[src/rtl/pixel_acq_fsm_pkg.sv]
// Shared definitions for the pixel acquisition sequencer.
//   - default array geometry and ADC width, shared with the de-accumulation stage
//   - select-bus width driven to the sensor array
//   - sequencer state encoding
// RAM address convention used throughout: addr = col * PIXEL_N_ROWS + row.
package pixel_acq_fsm_pkg;

    localparam int PIXEL_N_ROWS_DEF = 24;
    localparam int PIXEL_N_COLS_DEF = 24;
    localparam int NB_ADC_DEF       = 12;

    // Width of the row/column select lines into the sensor array
    localparam int SEL_W = 5;

    typedef enum logic [3:0] {
        ST_IDLE     = 4'd0,
        ST_SELECT   = 4'd1,
        ST_SETTLE   = 4'd2,
        ST_CONVERT  = 4'd3,
        ST_WAIT_ADC = 4'd4,
        ST_WRITE    = 4'd5,
        ST_ADVANCE  = 4'd6,
        ST_DONE     = 4'd7,
        ST_ERROR    = 4'd8
    } acq_state_e;

endpackage

[src/rtl/pixel_scan_counter.sv]
// Column-outer / row-inner scan position for the acquisition sequencer.
// Ports:
//   clk, rst      clock, asynchronous active-low reset
//   clear         restart the scan at pixel (row 0, col 0), addr 0
//   advance       step to the next pixel; ignored on the final pixel
//   row, col      current pixel coordinates
//   addr          linear RAM address of the current pixel (col*N_ROWS + row)
//   last          current pixel is the final one of the frame
module pixel_scan_counter
    import pixel_acq_fsm_pkg::*;
#(
    parameter int N_ROWS  = PIXEL_N_ROWS_DEF,
    parameter int N_COLS  = PIXEL_N_COLS_DEF,
    parameter int NB_ADDR = 10
) (
    input  logic               clk,
    input  logic               rst,
    input  logic               clear,
    input  logic               advance,
    output logic [SEL_W-1:0]   row,
    output logic [SEL_W-1:0]   col,
    output logic [NB_ADDR-1:0] addr,
    output logic               last
);

    localparam logic [SEL_W-1:0] ROW_MAX = SEL_W'(N_ROWS - 1);
    localparam logic [SEL_W-1:0] COL_MAX = SEL_W'(N_COLS - 1);

    assign last = (row == ROW_MAX) && (col == COL_MAX);

    // The address is kept as a running count rather than recomputed from
    // row/col; column-outer ordering makes the two identical.
    always_ff @(posedge clk or negedge rst) begin
        if (!rst) begin
            row  <= '0;
            col  <= '0;
            addr <= '0;
        end else if (clear) begin
            row  <= '0;
            col  <= '0;
            addr <= '0;
        end else if (advance && !last) begin
            if (row == ROW_MAX) begin
                row <= '0;
                col <= col + SEL_W'(1);
            end else begin
                row <= row + SEL_W'(1);
            end
            addr <= addr + NB_ADDR'(1);
        end
    end

endmodule

[src/rtl/pixel_acq_fsm.sv]
// Acquisition sequencer: scans the sensor array column-outer / row-inner,
// settles, runs one ADC handshake per pixel and writes each raw sample into
// the frame RAM, then pulses o_rdy for the de-accumulation pass.
// Ports:
//   clk, rst              clock, asynchronous active-low reset
//   i_start               start a frame (only honoured in IDLE)
//   o_rdy                 one-cycle pulse: whole frame written
//   o_busy                high in every state except IDLE
//   o_err                 sticky ADC timeout flag, cleared by the next accepted start
//   o_row_sel, o_col_sel  array row/column selects
//   o_adc_start           one-cycle conversion request
//   i_adc_done, i_adc_data conversion complete strobe and its result
//   o_ram_write           RAM write enable
//   o_ram_addr            RAM write address (col*PIXEL_N_ROWS + row)
//   o_ram_value           RAM write data
module pixel_acq_fsm
    import pixel_acq_fsm_pkg::*;
#(
    parameter int PIXEL_N_ROWS  = PIXEL_N_ROWS_DEF,
    parameter int PIXEL_N_COLS  = PIXEL_N_COLS_DEF,
    parameter int NB_ADC        = NB_ADC_DEF,
    parameter int NB_ADDR       = 10,
    parameter int SETTLE_CYCLES = 4,
    parameter int ADC_TIMEOUT   = 255
) (
    input  logic               clk,
    input  logic               rst,
    input  logic               i_start,
    output logic               o_rdy,
    output logic               o_busy,
    output logic               o_err,
    output logic [SEL_W-1:0]   o_row_sel,
    output logic [SEL_W-1:0]   o_col_sel,
    output logic               o_adc_start,
    input  logic               i_adc_done,
    input  logic [NB_ADC-1:0]  i_adc_data,
    output logic               o_ram_write,
    output logic [NB_ADDR-1:0] o_ram_addr,
    output logic [NB_ADC-1:0]  o_ram_value
);

    localparam int SET_W = ($clog2(SETTLE_CYCLES + 1) > 0) ? $clog2(SETTLE_CYCLES + 1) : 1;
    localparam int TMO_W = ($clog2(ADC_TIMEOUT + 1) > 0) ? $clog2(ADC_TIMEOUT + 1) : 1;

    localparam logic [SET_W-1:0] SET_LOAD = SET_W'(SETTLE_CYCLES);
    localparam logic [SET_W-1:0] SET_ONE  = SET_W'(1);
    // Compared before the increment so ERROR is entered on the edge where
    // the count reaches ADC_TIMEOUT.
    localparam logic [TMO_W-1:0] TMO_LAST = TMO_W'(ADC_TIMEOUT - 1);

    acq_state_e state;
    acq_state_e state_next;

    logic [SET_W-1:0]   settle_cnt;
    logic [TMO_W-1:0]   tmo_cnt;
    logic [SEL_W-1:0]   scan_row;
    logic [SEL_W-1:0]   scan_col;
    logic [NB_ADDR-1:0] scan_addr;
    logic               scan_last;
    logic               start_acc;

    assign start_acc = (state == ST_IDLE) && i_start;

    pixel_scan_counter #(
        .N_ROWS  (PIXEL_N_ROWS),
        .N_COLS  (PIXEL_N_COLS),
        .NB_ADDR (NB_ADDR)
    ) u_scan (
        .clk     (clk),
        .rst     (rst),
        .clear   (start_acc),
        .advance (state == ST_ADVANCE),
        .row     (scan_row),
        .col     (scan_col),
        .addr    (scan_addr),
        .last    (scan_last)
    );

    // State register
    always_ff @(posedge clk or negedge rst) begin
        if (!rst) begin
            state <= ST_IDLE;
        end else begin
            state <= state_next;
        end
    end

    // Next-state logic
    always_comb begin
        state_next = state;
        unique case (state)
            ST_IDLE:     if (i_start) state_next = ST_SELECT;
            ST_SELECT:   state_next = (SETTLE_CYCLES == 0) ? ST_CONVERT : ST_SETTLE;
            ST_SETTLE:   if (settle_cnt == SET_ONE) state_next = ST_CONVERT;
            ST_CONVERT:  state_next = ST_WAIT_ADC;
            ST_WAIT_ADC: begin
                if (i_adc_done) begin
                    state_next = ST_WRITE;
                end else if (tmo_cnt == TMO_LAST) begin
                    state_next = ST_ERROR;
                end
            end
            ST_WRITE:    state_next = ST_ADVANCE;
            ST_ADVANCE:  state_next = scan_last ? ST_DONE : ST_SELECT;
            ST_DONE:     state_next = ST_IDLE;
            ST_ERROR:    state_next = ST_IDLE;
            default:     state_next = ST_IDLE;
        endcase
    end

    // Outputs decoded straight from the state register
    always_comb begin
        o_busy      = (state != ST_IDLE);
        o_rdy       = 1'b0;
        o_adc_start = 1'b0;
        o_ram_write = 1'b0;
        unique case (state)
            ST_CONVERT: o_adc_start = 1'b1;
            ST_WRITE:   o_ram_write = 1'b1;
            ST_DONE:    o_rdy       = 1'b1;
            default:    ;
        endcase
    end

    // Counters, sample latch and registered outputs. Everything is cleared
    // by reset so an aborted frame leaves the array and RAM ports quiet.
    always_ff @(posedge clk or negedge rst) begin
        if (!rst) begin
            settle_cnt  <= '0;
            tmo_cnt     <= '0;
            o_ram_value <= '0;
            o_ram_addr  <= '0;
            o_row_sel   <= '0;
            o_col_sel   <= '0;
            o_err       <= 1'b0;
        end else begin
            // The scan address only moves in ADVANCE, so the one-cycle lag
            // here has settled long before the next WRITE.
            o_ram_addr <= scan_addr;
            unique case (state)
                ST_IDLE: begin
                    if (i_start) o_err <= 1'b0;
                end
                ST_SELECT: begin
                    settle_cnt <= SET_LOAD;
                    o_row_sel  <= scan_row;
                    o_col_sel  <= scan_col;
                end
                ST_SETTLE: begin
                    settle_cnt <= settle_cnt - SET_ONE;
                end
                ST_CONVERT: begin
                    tmo_cnt <= '0;
                end
                ST_WAIT_ADC: begin
                    if (i_adc_done) begin
                        o_ram_value <= i_adc_data;
                    end else begin
                        tmo_cnt <= tmo_cnt + TMO_W'(1);
                    end
                end
                ST_ERROR: begin
                    o_err <= 1'b1;
                end
                default: ;
            endcase
        end
    end

endmodule

[config.mk]
export PLATFORM = sky130hd
export DESIGN_NAME = pixel_acq_fsm
export DESIGN_NICKNAME = d
export VERILOG_FILES = /design/src/rtl/pixel_acq_fsm_pkg.sv /design/src/rtl/pixel_scan_counter.sv /design/src/rtl/pixel_acq_fsm.sv
export SDC_FILE = /design/constraint.sdc
export NUM_CORES = 1
export LEC_CHECK = 0
export ABC_CLOCK_PERIOD_IN_PS = 2260
export CORE_ASPECT_RATIO = 1.4
export CORE_MARGIN = 5
export CORE_UTILIZATION = 52
export DETAILED_ROUTE_END_ITERATION = 6
export PLACE_DENSITY_LB_ADDON = 0.12
export SETUP_SLACK_MARGIN = 0.3
export SLEW_MARGIN = 20
export SYNTH_ARGS = -nofsm -noshare
export SYNTH_HDL_FRONTEND = slang
export SYNTH_SLANG_ARGS = --single-unit
[constraint.sdc]
create_clock -name clk -period 2.26 [get_ports clk]
set_input_delay 0.452 -clock clk [delete_from_list [all_inputs] [get_ports clk]]
set_output_delay 0.452 -clock clk [all_outputs]
set_load 0.02 [all_outputs]
==> impl_summary.txt, run 1 <==
----------------------------------------------------
[Place]
  Gp weighted congestion ... 0.824
  DP Cell Count ... 396
  Buffers added on ports ... 52
  Area post-placement ... 3730 um2
  Minimum setup slack after placement ... -0.0346 ns
  Sum of net half-perimeters after detailed placement ... 4500 um

[GRT]
  Via count of the first global-routing pass ... 2366
  Total routing resource utilization after global routing ... 19.4%
  Total congestion overflow after global routing ... 0
  Largest net degree at the start of global routing ... 69
  First-pass GRT wire length ... 11300 um
  Initial antenna violation count ... 0

[Worst setup path]
  Buf+Inv Stages, Crit Path ... 0
  Type of origin of the critical path ... register
  Critical Path Max Stage Delay ... 0.53 ns
  Number of gates on the worst path with buffers counted ... 4
  Startpoint of the worst-slack reg-to-reg timing path ... state[1]
  CP Data Required Time ... 2.52 ns
  Worst EP arrival ... 2.16 ns
  Top delay family on crit path ... simple AND/OR/NAND/NOR gates
  Cells along the critical path ... or4b_4 -> a21o_1 -> or4_1 -> a21oi_1
  Max FO, Critical Path ... 6
  Crit path max-delay cell type ... or4b_4
  Crit path launch ... state[1]
  Cell depth of the worst flop-to-flop path ... 4
  Worst Setup Path Type ... reg2reg
  Sort of element at the end of the critical path ... register

[Floorplan]
  Die footprint ... 7490 um2
  Count of pins on the block boundary ... 53
  FP Rows ... 33
  Width of the die ... 74.6 um
  Core outline area ... 5780 um2
  Floorplan die height ... 100 um
  Initial Utilization ... 52.6%

[Logic synthesis]
  Sequential cell area fraction in the yosys report ... 56.0%
  Instance count of the mapped netlist ... 268
  Avg Cell Area, Syn ... 11.3 um2
  Count of synthesis-stage warnings from yosys ... 0
  Share of flip-flops with an asynchronous set or reset after synthesis ... 100%
  Post-synth EDFFs ... 0
  Post-Syn Area ... 3040 um2
  Ys flop type ... dfrtp_1
  Count of state elements after synthesis ... 68
  Net count after synthesis ... 291
  Library cells used by synthesis ... 40

[Power]
  Pwr per Cell Area ... 1030 nW/um2
  Static leakage power ... 1.83 nW
  Worst supply voltage drop on vdd ... 0.000706 V

[Timing]
  Final-report setup violation count ... 0
  RSZ-0062 raised after global routing ... no
  Measured slew at the worst slew-check pin ... 0.472 ns
  Fraction of the cycle the final worst path needs ... 84.1%
  Setup Total Neg Slack ... 0 ns
  Final Max Tran Viols ... 0
  FMAX ... 526 MHz
  Worst Slack Setup Final ... 0.360 ns
  Min Tclk post-route ... 1.90 ns
  Worst slew margin relative to its limit ... 67.7%
  Final clock skew ... 0.00518 ns
  Fin. Hold Viols ... 0

[Route]
  Post-DR wirelength/cell ... 15.2 um
  Number of vias per cell ... 5.55
  Length of routed met2 wiring ... 3430 um
  Routed WL ... 6500 um
  Routed vias ... 2368
  Uppermost routed layer ... met4
  Antenna-violating nets left ... 0
  Routed met3 length ... 286 um
  Number of remaining DRC errors ... 0
  Routed metal-1 wirelength ... 2720 um
  First-iteration detailed-routing DRC count ... 132
  1st-pass router iterations ... 4

[Layout]
  Fraction of layout instances using a drive strength above 1 ... 24.1%
  Final core occ ... 70.4%
  Total inserted antenna cells ... 0
  Most frequent cells in the layout ... dfrtp_1, clkdlybuf4s50_1, buf_4
  Area growth from synthesis to final layout ... 33.8%
  Commonest non-fill, non-tap cell in the layout ... dfrtp_1
  Total non-filler cell area in the finished layout ... 4070 um2
  Layout net count ... 375
  Finished Layout Cells ... 427

[Outcome]
  Status ... finished clean

[CTS]
  Buffers from clock root to sink, at most ... 2
  Number of buffers inserted by hold repair at cts ... 0
  H-tree depth ... 3
  Sinks on the clock net ... 68
  Clk pin slew, worst setup/hold paths ... 0.07 ns
  Clock network latency to the later pin of the worst-skew pair ... 0.34 ns
  Number of buffers created by CTS ... 9
  Root Driver ... clkbuf_8
  TritonCTS clock tree ... built

[Worst hold path]
  Classification of the worst-slack hold path ... in2async

[Job]
  Number of max-cap violations ... 0

----------------------------------------------------
==> per-layer routing <==
metal | vias to the layer above | global-route usage, %
li1 | 1140 | -
met1 | 1173 | 24.4
met2 | 49 | 32.8
met3 | 6 | 4.79
met4 | 0 | 5.62
met5 | - | 0
==> area by class of cell <==
| cell class | instances | area (um2) |
|---|---|---|
| Clock buffer | 11 | 151 |
| Tap cell | 70 | 87.6 |
| Multi-Input combinational cell | 182 | 1280 |
| Timing Repair Buffer | 84 | 774 |
| Inverter | 7 | 26.3 |
| Sequential cell | 68 | 1710 |
| Clock inverter | 5 | 36.3 |
| Fill cell | 449 | 1710 |
==> synth_stat cells (7+ instances only) <==
library cell   n  share of area [%]
dfrtp_1       68                 56
nor3_1         8                1.3
nand3_1       14                2.3
nor2_1        19                2.3
ha_1           7                2.9
inv_1          7               0.86
mux2_2        22                8.2
nand2_1       17                2.1
clkbuf_1       8               0.99
a21oi_1       12                2.0
o21ai_0       10                1.6
==> cell families after synthesis <==
group                    share of synthesized area [%]
AO/OA/AOI/OAI                                     9.10
XOR/XNOR                                          2.59
adder cells (fa/ha/maj)                           2.88
buffers and inverters                             2.51
flip-flops                                        56.0
multiplexers                                      10.1
AND/OR/NAND/NOR                                   16.8
==> sequential cells by signal, summed over array words and instances, names as in the netlist, 5 cells and up <==
register	flops
tmo_cnt	8
o_ram_value	12
o_ram_addr	10
o_col_sel	5
u_scan.row	5
u_scan.addr	10
o_row_sel	5
u_scan.col	5
==> worst register-to-register path, stage by stage (launching register included) <==
cell     delay, ns
dfrtp_2       0.45
or4b_4        0.54
a21o_1        0.22
or4_1         0.49
a21oi_1       0.13
==> what timing repair did <==
| action | 4_1_cts | 5_1_grt |
|---|---|---|
| setup buffers | 4 | 11 |
| gates resized for setup | 13 | 13 |
| setup endpoints to repair | 9 | 16 |
| pin swaps | 1 | 9 |
| cloned | 0 | 0 |
| hold endpoints to repair | 0 | 0 |
==> where the power goes <==
group	internal, W	leakage (nW)	switching, W
sequential	0.00147	0.902	0.000218
clock	0.000457	0.0876	0.000463
combinational	0.000805	0.837	0.000789
total	0.00274	1.83	0.00147
==> metrics by stage <==
step | hold slack [ns] | total power (W)
after floorplan | 0.156 | 0.00256
after global placement | 0.373 | 0.00320
after detailed placement | 0.379 | 0.00323
after CTS | 0.129 | 0.00418
after global routing | 0.147 | 0.00448
final | 0.113 | 0.00421
==> final timing paths <==
kind | end | slack (ns)
worst max-delay path | tmo_cnt[7] | 0.36
worst min-delay path | tmo_cnt[2] | 0.11
worst max register to register | tmo_cnt[7] | 0.36
worst min register to register | o_ram_addr[9] | 0.40
max in group asynchronous | state[2] | 1.83
min in group clk | o_ram_addr[9] | 0.40
Note: power is estimated with default switching activity, not from simulation.
==> run 2: changes to the inputs <==
--- a/config.mk
+++ b/config.mk
@@ -5,10 +5,10 @@
 export SDC_FILE = /design/constraint.sdc
 export NUM_CORES = 1
 export LEC_CHECK = 0
-export ABC_CLOCK_PERIOD_IN_PS = 2260
+export ABC_CLOCK_PERIOD_IN_PS = 1500
 export CORE_ASPECT_RATIO = 1.4
 export CORE_MARGIN = 5
-export CORE_UTILIZATION = 52
+export CORE_UTILIZATION = 47
 export DETAILED_ROUTE_END_ITERATION = 6
 export PLACE_DENSITY_LB_ADDON = 0.12
 export SETUP_SLACK_MARGIN = 0.3
==> constraint.sdc (replaced) <==
create_clock -name clk -period 1.5 [get_ports clk]
set_input_delay 0.3 -clock clk [delete_from_list [all_inputs] [get_ports clk]]
set_output_delay 0.3 -clock clk [all_outputs]
set_load 0.02 [all_outputs]
==> run 2 against run 1 <==
Effect of this change:
- the flow now finishes with violations (setup timing)
- die area is 9.4% higher
- utilization increased by 9.0 points
- clock skew is 0.0044 ns higher
- clock power is 73% higher
- first-iteration DRC count fell by 14%
- design area grew 22%
- worst setup slack lost 0.75 ns
- via count rose by 14%
- critical endpoint is now tmo_cnt[0]
==> impl_summary.txt, run 2 (synthesis results as in run 1) <==
----------------------------------------------------
[Worst setup path]
  Type of origin of the critical path ... register
  Worst EP arrival ... 2.13 ns
  Crit path max-delay cell type ... or4b_4
  Sort of element at the end of the critical path ... register
  Cells along the critical path ... or4b_4 -> a21o_1 -> buf_4 -> buf_6 -> buf_6 -> a21o_1
  Top delay family on crit path ... simple AND/OR/NAND/NOR gates
  Max FO, Critical Path ... 5
  CP Data Required Time ... 1.74 ns
  Worst Setup Path Type ... reg2reg
  Buf+Inv Stages, Crit Path ... 3
  Critical Path Max Stage Delay ... 0.55 ns

[Layout]
  Layout net count ... 434
  Total non-filler cell area in the finished layout ... 4960 um2
  Total inserted antenna cells ... 0
  Largest regs ... o_ram_value: 12 flops, o_ram_addr: 10 flops, u_scan.addr: 10 flops
  Commonest non-fill, non-tap cell in the layout ... dfrtp_1
  Area growth from synthesis to final layout ... 63.3%
  Fraction of layout instances using a drive strength above 1 ... 50.0%
  Top register by number of flip-flops ... o_ram_value
  Flip-flop count of the largest register, all copies and words added ... 12
  # fillers ... 371
  Most frequent cells in the layout ... dfrtp_1, buf_4, buf_6

[Route]
  1st-pass router iterations ... 4
  Post-DR wirelength/cell ... 17.4 um
  Routed vias ... 2699
  Number of vias per cell ... 5.53
  First-iteration detailed-routing DRC count ... 114
  Routed WL ... 8510 um
  Antenna-violating nets left ... 0
  Number of remaining DRC errors ... 0

[Timing]
  Final Max Tran Viols ... 0
  Measured slew at the worst slew-check pin ... 0.368 ns
  Final clock skew ... 0.00954 ns
  Worst slew margin relative to its limit ... 75.4%
  Worst Slack Setup Final ... -0.391 ns
  Fin. Hold Viols ... 0
  RSZ-0062 raised after global routing ... yes
  FMAX ... 529 MHz
  Min Tclk post-route ... 1.89 ns
  Final-report setup violation count ... 55
  Setup Total Neg Slack ... -9.68 ns
  Worst Hold Margin ... 0.394 ns
  Fraction of the cycle the final worst path needs ... 126%

[Worst hold path]
  Classification of the worst-slack hold path ... reg2reg

[Place]
  Area post-placement ... 4150 um2
  Buffers added on ports ... 52
  Sum of net half-perimeters after detailed placement ... 5050 um
  Gp weighted congestion ... 0.835

[CTS]
  Buffers from clock root to sink, at most ... 2
  TritonCTS clock tree ... built
  Sinks on the clock net ... 68
  Root Driver ... clkbuf_8
  H-tree depth ... 3
  Number of buffers created by CTS ... 9
  Clk pin slew, worst setup/hold paths ... 0.08 ns
  Clock network latency to the later pin of the worst-skew pair ... 0.35 ns

[Outcome]
  Failing checks ... setup timing
  Status ... finished, violations left

[Power]
  Worst supply voltage drop on vdd ... 0.000985 V
  Pwr per Cell Area ... 1590 nW/um2
  Static leakage power ... 2.31 nW

[Job]
  Number of max-cap violations ... 0

[GRT]
  First-pass GRT wire length ... 13200 um
  Via count of the first global-routing pass ... 2736
  Total routing resource utilization after global routing ... 19.8%
  Total congestion overflow after global routing ... 0
  Largest net degree at the start of global routing ... 69
  Initial antenna violation count ... 0

[Floorplan]
  Count of pins on the block boundary ... 53
  Core outline area ... 6250 um2
  Initial Utilization ... 48.6%
  FP Rows ... 34
  Width of the die ... 78.0 um
  Floorplan die height ... 105 um
  Die footprint ... 8200 um2

----------------------------------------------------
## run 2: cell count changes in the layout (fill, tap and decap cells not counted), moves of 5 or more
| cell | previous run | this run |
|---|---|---|
| buf_2 | 1 | 8 |
| buf_4 | 28 | 59 |
| clkdlybuf4s50_1 | 46 | 14 |
| mux2_2 | 22 | 12 |
| nor3_1 | 8 | 3 |
| buf_6 | 3 | 56 |
| mux2_4 | 0 | 10 |
| o21ai_0 | 10 | 4 |
## run 2: final timing paths
check	startpoint	end	slack (ns)	cells past startpoint
worst min register to register	u_scan.addr[9]	o_ram_addr[9]	0.39	0
worst min-delay path	u_scan.addr[9]	o_ram_addr[9]	0.39	0
worst max-delay path	state[0]	tmo_cnt[0]	-0.39	6
worst max register to register	state[0]	tmo_cnt[0]	-0.39	6
min in group asynchronous	rst	tmo_cnt[5]	0.49	3
max in group asynchronous	rst	state[0]	0.70	3
## run 2: metal layers
metal	vias to the layer above	GRT usage (%)	wire (um)
li1	1260	-	-
met4	0	6.64	104
met5	-	0	0
met3	8	4.56	234
met1	1377	23.6	3290
met2	54	34.7	4880
## run 2: worst register-to-register path, stage by stage, from the launching register on
cell	delay, ns
dfrtp_2	0.46
or4b_4	0.55
a21o_1	0.23
buf_4	0.15
buf_6	0.10
buf_6	0.12
a21o_1	0.17
## run 2: through the flow
| stage | power (W) | std cells | utilization [%] | setup WS [ns] |
|---|---|---|---|---|
| final | 0.00790 | 488 | 79.4 | -0.391 |
| after global routing | 0.00831 | 488 | 79.4 | -0.434 |
| after CTS | 0.00735 | 474 | 73.0 | -0.318 |
| after detailed placement | 0.00528 | 436 | 66.3 | -0.649 |
| after global placement | 0.00521 | 436 | 66.3 | -0.599 |
| after floorplan | 0.00402 | 268 | - | -0.314 |
## run 2: cell type report
class	instances	area [um2]	share of cell area, %
Sequential cell	68	1710	34.4
Tap cell	72	90.1	1.81
Clock inverter	6	71.3	1.44
Inverter	7	26.3	0.529
Timing Repair Buffer	143	1360	27.4
Clock buffer	10	138	2.77
Multi-Input combinational cell	182	1570	31.6
## run 2: where the power goes
part | internal, W | total [W] | switching, W
registers | 0.00222 | 0.00254 | 0.000314
logic | 0.00202 | 0.00377 | 0.00175
clock network | 0.000824 | 0.00159 | 0.000763
## run 2: timing repair
| item | 4_1_cts | 5_1_grt |
|---|---|---|
| resized for setup | 208 | 81 |
| pin swaps | 14 | 21 |
| hold endpoints to repair | 68 | 0 |
| hold buffers | 1 | 0 |
| setup endpoints to repair | 95 | 89 |
| cloned | 2 | 0 |
| setup buffers | 19 | 14 |
